## config.mk

```make
export PLATFORM = sky130hd
export DESIGN_NAME = usb_tx_scheduler
export DESIGN_NICKNAME = d
export VERILOG_FILES = /design/src/rtl/usb_tx_scheduler.sv
export SDC_FILE = /design/constraint.sdc
export NUM_CORES = 1
export LEC_CHECK = 0
export ABC_AREA = 1
export BUFFER_PORTS_ARGS = -buffer_cell sky130_fd_sc_hd__buf_2
export CORE_MARGIN = 2
export CORE_UTILIZATION = 60
export CTS_CLUSTER_SIZE = 20
export DETAILED_ROUTE_END_ITERATION = 16
export PLACE_DENSITY_LB_ADDON = 0.05
export SLEW_MARGIN = 20
export SYNTH_ARGS = -nofsm -noshare
export SYNTH_HDL_FRONTEND = slang
export SYNTH_SLANG_ARGS = --single-unit
```

## constraint.sdc

```tcl
create_clock -name clk -period 2.4 [get_ports clk]
set_input_delay 0.12 -clock clk [delete_from_list [all_inputs] [get_ports clk]]
set_output_delay 0.12 -clock clk [all_outputs]
set_load 0.05 [all_outputs]
```

## src/rtl/usb_tx_scheduler.sv

```systemverilog
// usb_tx_scheduler: arbitrates ACK/NAK/DATA requests for the bulk endpoint and
// issues one tx_packet command at a time to usb_tx, tracking completion and the
// host handshake before the TX buffer is released.
module usb_tx_scheduler #(
    parameter int HOLD_CYCLES  = 8,
    parameter int MAX_PKT      = 64,
    parameter int TX_TIMEOUT   = 2048,
    parameter int HACK_TIMEOUT = 1024
) (
    input  logic       clk,
    input  logic       rst,
    input  logic       out_ok,
    input  logic       out_full,
    input  logic       in_token,
    input  logic [6:0] buf_occupancy,
    input  logic       tx_done,
    input  logic       host_ack,
    output logic [1:0] tx_packet,
    output logic [6:0] tx_packet_size,
    output logic       tx_busy,
    output logic       buf_clear,
    output logic       tx_error
);

    typedef enum logic [1:0] {IDLE, ISSUE, WAIT_TX, WAIT_HACK} state_t;

    localparam logic [1:0] PKT_IDLE = 2'b00;
    localparam logic [1:0] PKT_DATA = 2'b01;
    localparam logic [1:0] PKT_NAK  = 2'b10;
    localparam logic [1:0] PKT_ACK  = 2'b11;

    localparam int TMAX = (TX_TIMEOUT > HACK_TIMEOUT) ? TX_TIMEOUT : HACK_TIMEOUT;
    localparam int CW   = $clog2(TMAX) + 1;
    localparam int HW   = $clog2(HOLD_CYCLES) + 1;

    localparam logic [CW-1:0] TX_LIM   = CW'(TX_TIMEOUT - 1);
    localparam logic [CW-1:0] HACK_LIM = CW'(HACK_TIMEOUT - 1);
    localparam logic [HW-1:0] HOLD_LIM = HW'(HOLD_CYCLES - 1);
    localparam logic [6:0]    MAX_SZ   = 7'(MAX_PKT);

    state_t        state;
    logic          p_ack, p_nak, p_in;
    logic [1:0]    code;       // kind of the packet in flight
    logic [HW-1:0] hold_cnt;
    logic [CW-1:0] to_cnt;

    logic          any_pend;
    logic          clr_ack, clr_nak, clr_in;
    logic [1:0]    sel_code;
    logic [6:0]    size_c;
    logic [CW-1:0] to_inc;

    // Fixed-priority pick among pending requests; only acted on in IDLE.
    always_comb begin
        any_pend = p_ack | p_nak | p_in;
        clr_ack  = 1'b0;
        clr_nak  = 1'b0;
        clr_in   = 1'b0;
        sel_code = PKT_IDLE;
        size_c   = (buf_occupancy > MAX_SZ) ? MAX_SZ : buf_occupancy;
        to_inc   = (&to_cnt) ? to_cnt : to_cnt + 1'b1;
        if (p_ack) begin
            sel_code = PKT_ACK;
            clr_ack  = (state == IDLE);
        end else if (p_nak) begin
            sel_code = PKT_NAK;
            clr_nak  = (state == IDLE);
        end else if (p_in) begin
            // An IN with nothing buffered is answered with NAK.
            sel_code = (buf_occupancy == 7'd0) ? PKT_NAK : PKT_DATA;
            clr_in   = (state == IDLE);
        end
    end

    // Pending request flags; a new pulse wins over a same-cycle clear.
    always_ff @(posedge clk or posedge rst) begin
        if (rst) begin
            p_ack <= 1'b0;
            p_nak <= 1'b0;
            p_in  <= 1'b0;
        end else begin
            p_ack <= out_ok   | (p_ack & ~clr_ack);
            p_nak <= out_full | (p_nak & ~clr_nak);
            p_in  <= in_token | (p_in  & ~clr_in);
        end
    end

    // Packet sequencing FSM with registered outputs.
    always_ff @(posedge clk or posedge rst) begin
        if (rst) begin
            state          <= IDLE;
            code           <= PKT_IDLE;
            hold_cnt       <= '0;
            to_cnt         <= '0;
            tx_packet      <= PKT_IDLE;
            tx_packet_size <= 7'd0;
            tx_busy        <= 1'b0;
            buf_clear      <= 1'b0;
            tx_error       <= 1'b0;
        end else begin
            buf_clear <= 1'b0;
            tx_error  <= 1'b0;
            case (state)
                IDLE: begin
                    if (any_pend) begin
                        code      <= sel_code;
                        tx_packet <= sel_code;
                        if (sel_code == PKT_DATA) tx_packet_size <= size_c;
                        hold_cnt  <= '0;
                        to_cnt    <= '0;
                        tx_busy   <= 1'b1;
                        state     <= ISSUE;
                    end
                end
                ISSUE: begin
                    // tx_done here is ignored; the timeout already runs.
                    to_cnt <= to_inc;
                    if (hold_cnt == HOLD_LIM) begin
                        tx_packet <= PKT_IDLE;
                        state     <= WAIT_TX;
                    end else begin
                        hold_cnt <= hold_cnt + 1'b1;
                    end
                end
                WAIT_TX: begin
                    if (tx_done) begin
                        if (code == PKT_DATA) begin
                            to_cnt <= '0;
                            state  <= WAIT_HACK;
                        end else begin
                            tx_busy <= 1'b0;
                            state   <= IDLE;
                        end
                    end else if (to_cnt == TX_LIM) begin
                        tx_error <= 1'b1;
                        tx_busy  <= 1'b0;
                        state    <= IDLE;
                    end else begin
                        to_cnt <= to_inc;
                    end
                end
                WAIT_HACK: begin
                    if (host_ack) begin
                        buf_clear <= 1'b1;
                        tx_busy   <= 1'b0;
                        state     <= IDLE;
                    end else if (to_cnt == HACK_LIM) begin
                        // Buffer is kept so the host's retried IN resends it.
                        tx_error <= 1'b1;
                        tx_busy  <= 1'b0;
                        state    <= IDLE;
                    end else begin
                        to_cnt <= to_inc;
                    end
                end
                default: begin
                    tx_packet <= PKT_IDLE;
                    tx_busy   <= 1'b0;
                    state     <= IDLE;
                end
            endcase
        end
    end

endmodule

```

Word-level counts from Yosys, hierarchy flattened --
Index checks and enable logic that the tools add are counted.
Storage, ports and cells: ROM bits 0, latch bits 0, output and inout bits 12, RAM bits 0, input port bits 14, register bits after elaboration 35, logic and storage cells 103, memories kept 0
Cells by class: bitwise gates (word level) 11, multipliers 0, shift operators 0, $lt $le $gt $ge 1, equality and inequality tests 18, muxes and demuxes 47, add/subtract/negate cells 2, reduce and logical (&&, ||, !) cells 12, divide/modulo/power cells 0
Operator list (number):
- $mux 12 | 7
- $pmux 12 s4 | 1
- $mux 2 | 13
- $mux 1 | 18
- $ne 3x3->1 const B | 5
- $add 12x1->12 const B | 1
- $eq 12x10->1 const B | 1
- $eq 12x11->1 const B | 1
- $reduce_and 12->1 | 1
- $ne 2x2->1 const B | 5
- $reduce_and 5->1 | 2
- $reduce_and 3->1 | 3
- $mux 4 | 2
- $pmux 2 s4 | 1
- $pmux 4 s2 | 1
- $gt 7x7->1 const B | 1
- $logic_not 7->1 | 1
- $mux 7 | 1
- $eq 2x1->1 const B | 3
- $or 1x1->1 | 5
- $add 4x1->4 const B | 1
- $eq 2x2->1 const B | 2
- $eq 4x3->1 const B | 1
- $pmux 2 s2 | 1
- other kinds (9) | 13

Longest topological paths before layout --
word-level depth 7, depth in mapped cells 11, gate-level depth less buffers 10

Least setup slack after synthesis --
No wires, ideal clock.
path kind register -> register, start point register to_cnt[0], end point register to_cnt[9], required time 2335 ps, setup time 65 ps, setup slack 860 ps, stages on the path, launching flop included 12, clock period less this slack 1540 ps, arrival 1475 ps, path buffers 1, cell sequence dfrtp_1 ha_1 nand2_1 inv_1 nand2_2 nor2_4 nand3_2 nand2_1 nor2_4 buf_6 nand3_1 nand2_1
On the way: cells in the longest elaborated chain, start to end 5, elaborated cells between the ends (all ways) 13, classes of those cells add/sub (1); eq/ne (4); mux (6); reduce/logical (2)
Ends and longest elaborated chain:
- start, declared | line 45 | logic [CW-1:0] to_cnt;
- start signal, assigned | line 117 | to_cnt <= to_inc;
- start signal, assigned | line 139 | to_cnt <= to_inc;
- start signal, assigned | line 153 | to_cnt <= to_inc;
- $add 12x1->12 / $reduce_and 12->1 (equally long branches) | line 61 | to_inc = (&to_cnt) ? to_cnt : to_cnt + 1'b1;
- $mux 12 | line 61
- $mux 12 (on tied branches) | line 147, 134
- $mux 12 (on tied branches) | line 143, 126
- $pmux 12 s4 | line 103 | case (state)
Parallel ways exist; a longest one is shown, timed or not. The select of a mux whose other input is x is not followed. A chain may end at the register's enable or synchronous reset.

Final worst setup path --
start point register to_cnt[1], end point register to_cnt[2]
Same word-level chain as after synthesis.

==> results <==
- The flow ran to the end, and the final reports show no timing, DRC or antenna violations.
- The tightest min-delay check is of the in2reg type.
- The y dimension of the die is 62.7 um.
- Setup repair after global routing left no endpoint under its margin.
- The fraction of power spent switching nets is 47.5%.
- The leakage component of the power is 1.25 nW.
- After synthesis the netlist holds a flip-flop and latch count of 35.
- At the pin with the least slew margin, the transition time is 691 ps.
- Counting along the longest clock path gives a buffer depth of 2.
- The count of flip-flops with a built-in enable after synthesis is 0.
- After legalization and detailed placement, the total HPWL measured 3050 um.
- The floorplan has 21 rows.
- The hold violation total from the final report came to 0.
- The first routing iteration left 118 violations.
- Detailed routing inserted a total of 1833 vias.
- Along the worst path, the maximum fanout reaches 11.
- In the final timing run, aggregate negative setup slack is 0 ps.
- The relative contribution of combinational cells to total power is 45.0%.
- The clock sink total is 35.
- The master cell of the clock root buffer is sky130_fd_sc_hd__clkbuf_4.
- Summed over all layers, the routed wires come to 4230 um.
- The data arrival at the endpoint of the critical path is 2080 ps.
- The switching power is 1.09 mW.
- The TritonCTS clock tree is done.
- Clock-pin slew was measured on the worst setup and hold paths at 110 ps.
- The count of distinct cell types in the synthesized netlist is 30.
- The final worst clock skew is 8.66 ps.
- The cell area after synthesis is 2070 um^2.
- After filler insertion, the fill cell instance count of the layout stands at 305.
- Setup violations remaining at the end of the flow were counted as 0.
- The standard cell core area is 3310 um^2.
- The relative contribution of sequential cells to total power is 39.0%.
- The biggest area consumer among synthesized cells is sky130_fd_sc_hd__dfrtp_1.
- The count of final max-slew check failures was 0.
- The largest net degree at the start of global routing is 26.
- The number of global-route vias before repair is 1789.
- The placed cell count is 339.
- Power spread over the standard cell area amounts to 984 nW/um^2.
- The clock latency of the later-clocked register in the worst-skew pair is 330 ps.
- Using the TritonRoute via totals, the vias-per-cell ratio works out to 5.21.
- The number of buffers created by CTS is 5.
- In the synthesized netlist, the cells that appear most often are sky130_fd_sc_hd__nand2_1, sky130_fd_sc_hd__dfrtp_1, sky130_fd_sc_hd__nand3_1.
- The headroom to the max-slew limit is 53.6%.
- The internal power is 1.20 mW.
- During synthesis, Yosys emitted a total of 0 warnings.
- The element type at the critical path end is a flop.
- The minimum setup slack among reg-to-reg paths is 600 ps.
- Across the run, the number of max-cap violations was 0.
- The cell count after synthesis came out at 272.
- Global routing consumed, over all layers together, 24.3% of the routing resources.
- At the worst endpoint, the required time is 2680 ps.
- The sequential fraction of the synthesis area is 42.4%.
- The share of total power in the clock network is 16.0%.
- In this run the mean area of a mapped cell was 7.60 um^2.
- Of the post-synthesis cell area, the dominant cell type holds 42.4%.
- Once layout is complete, the cells apart from fillers number 352.
- The number of buffers inserted to repair setup after CTS is 0.
- Before antenna repair, the detailed router went through 4 iterations.
- Hold is met by 23.9 ps.
- The detailed router put a total of 1830 um of wire on met1.
- For this run, the leading register cell type out of synthesis is sky130_fd_sc_hd__dfrtp_1.
- The minimum clock period is 1800 ps.
- The met2 layer wire length in the routed design is 2200 um.
- The area growth from synthesis to layout is 12.4%.
- The floorplan step defined a die boundary enclosing 3930 um^2.
- The critical path in this run is classified as reg2reg.
- Of all flip-flops after synthesis, the portion carrying an async set or reset was 100%.
- The final critical path takes up 74.9% of the cycle.
- The initial antenna violation count is 0.
- For this design the top-level I/O count stands at 26.
- STA classifies the critical path startpoint as a flop.
- Power comes to 2.29 mW.
- The mean routed wirelength per cell is 12.0 um.
- In this run the number of H-tree levels came out at 2.
- The count of buffers added on input and output ports is 25.
- At the end of routability-driven placement, the weighted congestion stood at 0.904.
- Routed signal wires occupy layers up through met4.
- The count of inserted antenna diode cells is 0.
- In the routed design, unresolved DRC markers number 0.
- For this run, the post-layout net count is 321.
- The first-pass GRT wire length is 7650 um.
- The fmax is 556 MHz.
- The post-synthesis net count is 288.
- The share of the core filled with cells in the final layout is 70.2%.
- The count of nets left with antenna violations once routing finished came out at 0.
- The most common cell in the synthesized netlist is sky130_fd_sc_hd__nand2_1.
- The maximum VDD drop is 0.560 mV.
- The total grt overflow is 0.
- The die width is 62.7 um.
- In the final layout, the share of cells above drive strength 1 is 19.3%.
- Wire segments on met3 add up to 151 um in the final route.
- Yosys attributes the largest share of cell area to sky130_fd_sc_hd__dfrtp_1, sky130_fd_sc_hd__nand2_1, sky130_fd_sc_hd__nand3_1, sky130_fd_sc_hd__inv_1, sky130_fd_sc_hd__o21ai_0.
- Once the floorplan was initialized, standard cells occupied 62.4% of the core.
==> sequential cells by signal, summed over array words and instances (netlist names) <==
signal and count:
tx_packet 2, state 2, to_cnt 12, p_in 1, tx_error 1, p_nak 1
buf_clear 1, tx_packet_size 7, code 2, p_ack 1, hold_cnt 4, tx_busy 1
==> cell families after synthesis <==
group / count (synthesis) / share of synthesized area, %
compound gates: 34 / 9.02
buf+inv: 38 / 8.54
xor+xnor: 4 / 1.70
simple gates: 159 / 37.2
flops: 35 / 42.4
fa+ha+maj: 2 / 1.21
==> power by group through the flow <==
stage,clock (mW),sequential [mW],combinational [mW]
global route,0.397,0.918,1.16
floorplan,0,1.12,0.623
finish,0.366,0.891,1.03
global placement,0,0.899,1.02
detailed placement,0,0.902,1.03
CTS,0.371,0.892,1.04
==> layer usage <==
metal	global-route usage, %	vias up
li1	-	945
met1	28.9	842
met2	45.4	41
met3	3.24	5
met4	7.50	0
met5	0	-
==> cell type report <==
cell class                 count  area, um^2  area share [%]
inverter                      33         124            5.33
timing repair buffer          31         183            7.86
multi-input combinational    199        1010            43.7
sequential                    35         876            37.7
tap                           46        57.6            2.48
clock buffer                   8        68.8            2.96
==> worst paths after layout <==
| check | start | to | depth (start not counted) |
|---|---|---|---|
| setup / recovery | to_cnt[1] | to_cnt[2] | 9 |
| max in group asynchronous | rst | state[1] | 4 |
| setup reg to reg | to_cnt[1] | to_cnt[2] | 9 |
| hold reg to reg | tx_packet_size[2] | tx_packet_size[2] | 2 |
| min in group asynchronous | rst | to_cnt[8] | 3 |
| hold / removal | tx_done | tx_error | 2 |
==> cell usage in the layout (no fill, tap or decap), types with 3 or more instances in the layout <==
master / n
sky130_fd_sc_hd__nand2_1: 81
sky130_fd_sc_hd__dfrtp_1: 35
sky130_fd_sc_hd__nand3_1: 31
sky130_fd_sc_hd__inv_1: 30
sky130_fd_sc_hd__buf_2: 25
sky130_fd_sc_hd__o21ai_0: 17
sky130_fd_sc_hd__nor2_1: 15
sky130_fd_sc_hd__nand2_2: 9
sky130_fd_sc_hd__o21ai_1: 9
sky130_fd_sc_hd__nor2_4: 6
sky130_fd_sc_hd__nand4_1: 6
sky130_fd_sc_hd__clkbuf_4: 5
sky130_fd_sc_hd__dlygate4sd3_1: 5
sky130_fd_sc_hd__xor2_1: 3
==> critical path, cell delays in order (launching register included) <==
cell	delay (ps)
sky130_fd_sc_hd__dfrtp_1	420
sky130_fd_sc_hd__ha_1	190
sky130_fd_sc_hd__nand2_1	100
sky130_fd_sc_hd__nor2_4	160
sky130_fd_sc_hd__nand3_1	350
sky130_fd_sc_hd__o21ai_0	240
sky130_fd_sc_hd__nand3_1	100
sky130_fd_sc_hd__nand2_1	70
sky130_fd_sc_hd__nand2_1	50
sky130_fd_sc_hd__nand2_1	70
==> through the flow <==
step	setup WS, ps	instance area (um^2)
detailed placement	641	2200
floorplan	860	2070
global placement	701	2200
global route	383	2320
CTS	609	2320
finish	603	2320
==> what timing repair did <==
action / CTS / global route
hold endpoints to repair: 14 / 0
hold buffers: 5 / 0
gates resized for setup: 0 / 0
No activity file was read; power rests on OpenSTA's default activity.
